===== src/rtl/multiword_add_sequencer_if.sv =====
// ============================================================================
// Module   : multiword_add_sequencer_if
// Purpose  : Request/result bundle for the multiword add/subtract sequencer.
// Revision : 1.0 - initial release
// ============================================================================
`default_nettype none

interface multiword_add_sequencer_if #(
  parameter int N     = 4,
  parameter int WORDS = 4
);
  logic                 start;
  logic                 op;
  logic [N*WORDS-1:0]   a;
  logic [N*WORDS-1:0]   b;
  logic                 busy;
  logic                 done;
  logic [N*WORDS-1:0]   sum;
  logic                 c_out;

  modport master (
    output start, op, a, b,
    input  busy, done, sum, c_out
  );

  modport slave (
    input  start, op, a, b,
    output busy, done, sum, c_out
  );
endinterface

`default_nettype wire


===== src/rtl/multiword_add_sequencer.sv =====
// ============================================================================
// Module   : multiword_add_sequencer
// Purpose  : Adds or subtracts two N*WORDS operands one N-bit word per cycle.
// Revision : 1.0 - initial release
// ============================================================================
`default_nettype none

module multiword_add_sequencer #(
  parameter int N     = 4,
  parameter int WORDS = 4
) (
  input  wire                          clk,
  input  wire                          rst,
  multiword_add_sequencer_if.slave     bus
);

  localparam int TOTAL = N * WORDS;
  localparam int IW    = $clog2(WORDS) + 1;
  localparam int SW    = (WORDS > 1) ? $clog2(WORDS) : 1;
  localparam logic [IW-1:0] LAST_IDX = IW'(WORDS - 1);

  typedef enum logic [1:0] {
    IDLE = 2'd0,
    RUN  = 2'd1,
    DONE = 2'd2
  } state_t;

  state_t             state_q;
  logic [IW-1:0]      idx_q;
  logic               carry_q;
  logic               op_q;
  logic [N-1:0]       a_q   [WORDS];
  logic [N-1:0]       b_q   [WORDS];
  logic [N-1:0]       res_q [WORDS];
  logic [TOTAL-1:0]   sum_q;
  logic               c_out_q;
  logic               done_q;
  logic               busy_q;

  logic [SW-1:0]      sel_d;
  logic [N-1:0]       b_eff_d;
  logic [N:0]         word_sum_d;
  logic [TOTAL-1:0]   result_d;

  assign sel_d      = idx_q[SW-1:0];
  // Subtraction is a + ~b + 1; the +1 comes from seeding the carry with op.
  assign b_eff_d    = op_q ? ~b_q[sel_d] : b_q[sel_d];
  assign word_sum_d = {1'b0, a_q[sel_d]} + {1'b0, b_eff_d} + {{N{1'b0}}, carry_q};

  // Completed result including the word being produced on this edge.
  always_comb begin
    result_d = '0;
    for (int w = 0; w < WORDS; w++) begin
      result_d[w*N +: N] = (SW'(w) == sel_d) ? word_sum_d[N-1:0] : res_q[w];
    end
  end

  always_ff @(posedge clk) begin
    if (rst) begin
      state_q <= IDLE;
      idx_q   <= '0;
      carry_q <= 1'b0;
      op_q    <= 1'b0;
      sum_q   <= '0;
      c_out_q <= 1'b0;
      done_q  <= 1'b0;
      busy_q  <= 1'b0;
      for (int w = 0; w < WORDS; w++) begin
        a_q[w]   <= '0;
        b_q[w]   <= '0;
        res_q[w] <= '0;
      end
    end else begin
      done_q <= 1'b0;
      case (state_q)
        IDLE: begin
          if (bus.start) begin
            for (int w = 0; w < WORDS; w++) begin
              a_q[w] <= bus.a[w*N +: N];
              b_q[w] <= bus.b[w*N +: N];
            end
            op_q    <= bus.op;
            carry_q <= bus.op;
            idx_q   <= '0;
            state_q <= RUN;
            busy_q  <= 1'b1;
          end
        end
        RUN: begin
          res_q[sel_d] <= word_sum_d[N-1:0];
          carry_q      <= word_sum_d[N];
          idx_q        <= idx_q + IW'(1);
          if (idx_q == LAST_IDX) begin
            state_q <= DONE;
            sum_q   <= result_d;
            c_out_q <= word_sum_d[N];
            done_q  <= 1'b1;
          end
        end
        DONE: begin
          state_q <= IDLE;
          busy_q  <= 1'b0;
        end
        default: begin
          state_q <= IDLE;
          busy_q  <= 1'b0;
        end
      endcase
    end
  end

  assign bus.busy  = busy_q;
  assign bus.done  = done_q;
  assign bus.sum   = sum_q;
  assign bus.c_out = c_out_q;

endmodule

`default_nettype wire


===== src/flat_wrapper.sv =====
// flat-port wrapper written by rule: the top's interface ports become plain ports
module multiword_add_sequencer_flat 
#(
  parameter int N     = 4,
  parameter int WORDS = 4
)
  (clk, rst, bus_start, bus_op, bus_a, bus_b, bus_busy, bus_done, bus_sum, bus_c_out);
  multiword_add_sequencer_if #(.N(N), .WORDS(WORDS)) bus_i ();
  input  wire clk;
  input  wire rst;
  input wire logic [$bits(bus_i.start)-1:0] bus_start;
  input wire logic [$bits(bus_i.op)-1:0] bus_op;
  input wire logic [$bits(bus_i.a)-1:0] bus_a;
  input wire logic [$bits(bus_i.b)-1:0] bus_b;
  output wire logic [$bits(bus_i.busy)-1:0] bus_busy;
  output wire logic [$bits(bus_i.done)-1:0] bus_done;
  output wire logic [$bits(bus_i.sum)-1:0] bus_sum;
  output wire logic [$bits(bus_i.c_out)-1:0] bus_c_out;
  assign bus_i.start = bus_start;
  assign bus_i.op = bus_op;
  assign bus_i.a = bus_a;
  assign bus_i.b = bus_b;
  assign bus_busy = bus_i.busy;
  assign bus_done = bus_i.done;
  assign bus_sum = bus_i.sum;
  assign bus_c_out = bus_i.c_out;
  multiword_add_sequencer #(.N(N), .WORDS(WORDS)) u_core (.clk(clk), .rst(rst), .bus(bus_i));
endmodule

===== config.mk =====
export PLATFORM = sky130hd
export DESIGN_NAME = multiword_add_sequencer_flat
export DESIGN_NICKNAME = d
export VERILOG_FILES = /design/src/rtl/multiword_add_sequencer_if.sv /design/src/rtl/multiword_add_sequencer.sv /design/src/flat_wrapper.sv
export SDC_FILE = /design/constraint.sdc
export NUM_CORES = 1
export LEC_CHECK = 0
export CORE_AREA = 10 10 115 117
export CTS_BUF_LIST = sky130_fd_sc_hd__clkbuf_16
export DETAILED_ROUTE_END_ITERATION = 6
export DIE_AREA = 0 0 125 127
export SYNTH_ARGS = -nofsm -noshare
export SYNTH_HDL_FRONTEND = slang
export SYNTH_SLANG_ARGS = --single-unit

===== constraint.sdc =====
create_clock -name clk -period 3.7 [get_ports clk]
set_input_delay 0.74 -clock clk [delete_from_list [all_inputs] [get_ports clk]]
set_output_delay 0.74 -clock clk [all_outputs]
set_load 0.01 [all_outputs]

# Word level (Yosys, flattened, before mapping)
# Memories as Yosys holds them, arrays and structs flattened. A register that Yosys moved wholly into a read port is not among the register bits.
# Index checks and enable logic that the tools add are counted.
totals:
  mem_count: 3
  latch_bits: 0
  romBits: 0
  ff_bits: 10
  out_inout_bits: 19
  ram_bits: 48
  elab_cells: 71
op_classes:
  bitwise_logic: 10
  n_div: 0
  n_mul: 0
  eq_ne: 4
  shifts: 0
  order_cmp: 0
  mux: 35
  reduce_logical: 9
  n_addsub: 3
mem_list:
  columns: ["memory", "words", "word_bits", "read_ports", "rd_clocked_by_memory_dff", "wr", "line", "source"]
  rows:
  - ["u_core.a_q", 4, 4, 1, 1, 4, "multiword_add_sequencer.sv:32", "logic [N-1:0] a_q [WORDS];"]
  - ["u_core.b_q", 4, 4, 1, 1, 4, "multiword_add_sequencer.sv:33", "logic [N-1:0] b_q [WORDS];"]
  - ["u_core.res_q", 4, 4, 4, 4, 4, "multiword_add_sequencer.sv:34", "logic [N-1:0] res_q [WORDS];"]
op_table:
  columns: ["op", "n"]
  rows:
  - ["$mux W4", 10]
  - ["$mux W2", 7]
  - ["$mux W1", 13]
  - ["$reduce_and A2 Y1", 5]
  - ["$or A1 B1 Y1", 8]
  - ["$pmux W3 S2", 1]
  - ["$add A4 B4 Y5", 1]
  - ["$add A5 B1 Y5", 1]
  - ["$not A4 Y4", 1]
  - ["$pmux W1 S2", 2]
  - ["$pmux W2 S2", 1]
  - ["$reduce_or A4 Y1", 1]
  - ["$add A3 B1 Y3 const B", 1]
  - ["$eq A3 B2 Y1 const B", 1]
  - ["$mux W3", 1]
  - ["$eq A2 B1 Y1 const B", 1]
  - ["$logic_not A2 Y1", 1]
  - ["$ne A2 B1 Y1 const B", 1]
  - ["$ne A2 B2 Y1 const B", 1]
  - ["$reduce_bool A2 Y1", 1]
  - ["$reduce_or A2 Y1", 1]
  - ["$not A1 Y1", 1]

# Depth between registers and ports, before layout
logic_depth:
  ltp_word: 6
  ltp_mapped: 9
  ltp_nobuf: 8

# Least setup slack after synthesis
# Ideal clock, no wire load.
synth_timing:
  path_type: "reg2reg"
  from: "register with a tool-made name"
  to: "register u_core.sum_q[6] (netlist: bus_sum[6]) (read register of u_core.res_q)"
  required_ns: 3.567
  synth_period_minus_slack_ns: 2.874
  arrival_ns: 2.741
  stages_incl_launch_ff: 10
  n_path_buf: 1
  setup_ns: 0.133
  setup_slack_ns: 0.826
  path_cell_list: "dfxtp_1 > buf_2 > mux4_2 > xor2_1 > fa_1 > fa_1 > xnor2_1 > nor4b_2 > a211oi_1 > nor3_1"
synth_rtl:
  columns: ["item", "line", "source"]
  rows:
  - ["to (decl)", "multiword_add_sequencer.sv:35", "logic [TOTAL-1:0] sum_q;"]

==> impl_metrics.tcl <==
set metrics [dict create \
    antenna_found_initial 0 \
    hpwlAfterDp_mm 4.828 \
    gr-usage-all-layers_pct 8.154 \
    ctsResizeCount 0 \
    worst_slew_pin_slew_ns 0.8382 \
    slew_viol_final 0 \
    setup_tns_ns 0 \
    clock.fmax_ghz 0.3343 \
    grt_pass1_vias 2142 \
    nFillCells 1087 \
    start_util_pct 29.63 \
    fp.dieArea_mm2 0.01588 \
    power_frac_comb_pct 12.4 \
    die_x_um 125 \
    path_delay_family "adder cells" \
    async_flop_share_pct 0 \
    cts_hold_buf 0 \
    cts_buffers 9 \
    synth_common_cells "edfxtp_1, and2_1, dfxtp_1, nor2_1, nand2_1" \
    place_congestion 0.7799 \
    io_buffers 54 \
    grt_pass1_wl_mm 10.61 \
    synth_xor_area_share_pct 1.328 \
    synth_fa_ha_area_share_pct 3.112 \
    num_vias 2036 \
    area_growth_pct 29.37 \
    drc_errors 0 \
    layout.nets 354 \
    total_power_w 0.002104 \
    fp.dieH_um 127 \
    clk_pin_slew_ns 0.06 \
    root_buffer "clkbuf_16" \
    grt_max_degree 34 \
    crit_path_cell_trace "buf_4 -> mux4_2 -> fa_1 -> fa_1 -> xnor2_1 -> nor2_1 -> mux2i_1 -> a211oi_2" \
    coreArea_mm2 0.01113 \
    synth_compound_gate_area_share_pct 6.945 \
    switching_share_pct 23.70 \
    synth_nets 302 \
    min_period_ns 2.992 \
    crit_buf_inv 1 \
    synth_cell_type_count 41 \
    crit_arrival_ns 3.17 \
    diodes 0 \
    wire_per_inst_um 13.68 \
    cts_htree_levels 3 \
    synth.most_common_cell "edfxtp_1" \
    crit_type "reg2reg" \
    peakVddDrop_uv 333.5 \
    layout-drive-gt1-share_pct 11.08 \
    cts_tree "done" \
    dr.pass1.iters 4 \
    max-slew-margin-rel_pct 44.12 \
    maxCapViolations 0 \
    postCtsSetupBuffers 0 \
    p_seq_share_pct 46.8 \
    clock_power_share_pct 40.8 \
    power_density_mw_per_mm2 493.2 \
    required_ns 3.87 \
    cp_common_cell "fa_1" \
    postSynthAreaPerCell_um2 12.73 \
    synthFlopType "edfxtp_1" \
    rows 39 \
    viasPerCell 4.436 \
    status "complete, no violations" \
    ys_warn_count 0 \
    setup_viol 0 \
    p_sw_w 0.0004985 \
    top_level_ports 55 \
    place_area_mm2 0.003965 \
    hold_viol 0 \
    holdWs_ns 0.4556 \
    cts.path.max_buffers 2 \
    drtIter0Drc 72 \
    rsz0062_at_grt "no" \
    synth_area_leaders "edfxtp_1, dfxtp_1, and2_1, mux4_2, nor2_1" \
    power_leakage_nw 1.592 \
    synth_mux_area_share_pct 6.983 \
    cp-start-kind "flip-flop" \
    synth_top_family_by_area "simple AND/OR/NAND/NOR gates" \
    yosys.area.top_type "edfxtp_1" \
    cts_sinks 76 \
    fin_area_mm2 0.004265 \
    yosysSeqAreaShare_pct 60.72 \
    synth-simple-area-share_pct 17.65 \
    overflow 0 \
    critPathCaptureType "flip-flop" \
    fin_crit_sh_pct 80.85 \
    ys_ff_latch 76 \
    antenna_left 0 \
    hold_class "reg2reg" \
    critical_path.max_stage_delay_ns 0.53 \
    syn_inst 259 \
    insertion_delay_ns 0.33 \
    synth_edf_count 48 \
    final_util_pct 38.34 \
    synth.cell_area_mm2 0.003297 \
    finalWirelength_mm 6.280 \
    slowest_stage "mux4_2" \
    fin_skew_ns 0.003352 \
    p_int_w 0.001605 \
    cp_max_fo 7 \
    netlist.area_leader.share_pct 43.72 \
]
## state kept, by name (all words and copies together), names as in the netlist, named ones only
register,flops
u_core.idx_q,3
u_core.bus.c_out,1
u_core.carry_q,1
u_core.a_q,16
u_core.bus.busy,1
bus_sum,12
u_core.state_q,2
u_core.res_q,16
u_core.op_q,1
u_core.bus.done,1
u_core.b_q,16
u_core.bus.sum,4
## worst reg2reg max path: stages (launching register included)
cell and delay [ns]:
dfxtp_1 0.35, buf_4 0.20, mux4_2 0.53, fa_1 0.44
fa_1 0.42, xnor2_1 0.49, nor2_1 0.13, mux2i_1 0.18
a211oi_2 0.09
## layout by cell type, fill, tap and decap left out, types with 3 or more instances in the layout
cell type / instances
clkdlybuf4s50_1: 54
edfxtp_1: 48
and2_1: 33
nor2_1: 28
dfxtp_1: 28
nand2_1: 12
inv_1: 9
a211oi_1: 9
clkbuf_16: 9
mux4_2: 8
a21oi_1: 8
nor3_1: 7
mux2i_1: 5
ha_1: 5
xor2_1: 4
nand3b_1: 3
nand2b_1: 3
a22oi_1: 3
buf_4: 3
## final cells by class
type                            instances  area [um^2]  share of cell area [%]
Inverter                                9        33.78                  0.7920
Clock buffer                            9        225.2                   5.280
Clock inverter                          7        75.07                   1.760
Tap cell                              143        178.9                   4.195
Multi-Input combinational cell        158         1187                   27.84
Sequential cell                        76         2002                   46.93
Timing Repair Buffer                   57        563.0                   13.20
## final timing paths
check,start,endpoint,slack (ns),cells past startpoint
worst max-delay path,flip-flop,bus_sum[14],0.71,8
worst min-delay path,u_core.bus.sum[8],u_core.bus.sum[8],0.46,2
worst max register to register,flip-flop,bus_sum[14],0.71,8
worst min register to register,u_core.bus.sum[8],u_core.bus.sum[8],0.46,2
## power groups by stage
stage               Clock (W)  Sequential (W)  Combinational, W
detailed placement          0         0.00100          0.000264
floorplan                   0        0.000989          0.000183
CTS                  0.000874        0.000986          0.000266
global route         0.000915        0.000991          0.000290
global placement            0         0.00100          0.000261
finish               0.000858        0.000985          0.000260
## cell families after synthesis
family | after synthesis
XOR/XNOR | 5
multiplexers | 13
buffers and inverters | 25
adder cells (fa/ha/maj) | 7
AO/OA/AOI/OAI | 32
AND/OR/NAND/NOR | 101
flip-flops | 76
## through the flow
| stage | std cells | worst slack (ns) |
|---|---|---|
| 2_1_floorplan | 259 | 0.8261 |
| 3_3_place_gp | 443 | 0.7919 |
| 3_5_place_dp | 443 | 0.6841 |
| 4_1_cts | 459 | 0.6866 |
| 5_1_grt | 459 | 0.5521 |
| 6_report | 459 | 0.7084 |
## metal layers
| layer | part of all wire (%) | GRT usage (%) |
|---|---|---|
| met1 | 44 | 9.409 |
| met2 | 46 | 12.65 |
| met3 | 8.6 | 4.260 |
| met4 | 1.3 | 3.049 |
| met5 | 0 | 0 |
(Power assumes the default switching activity.)
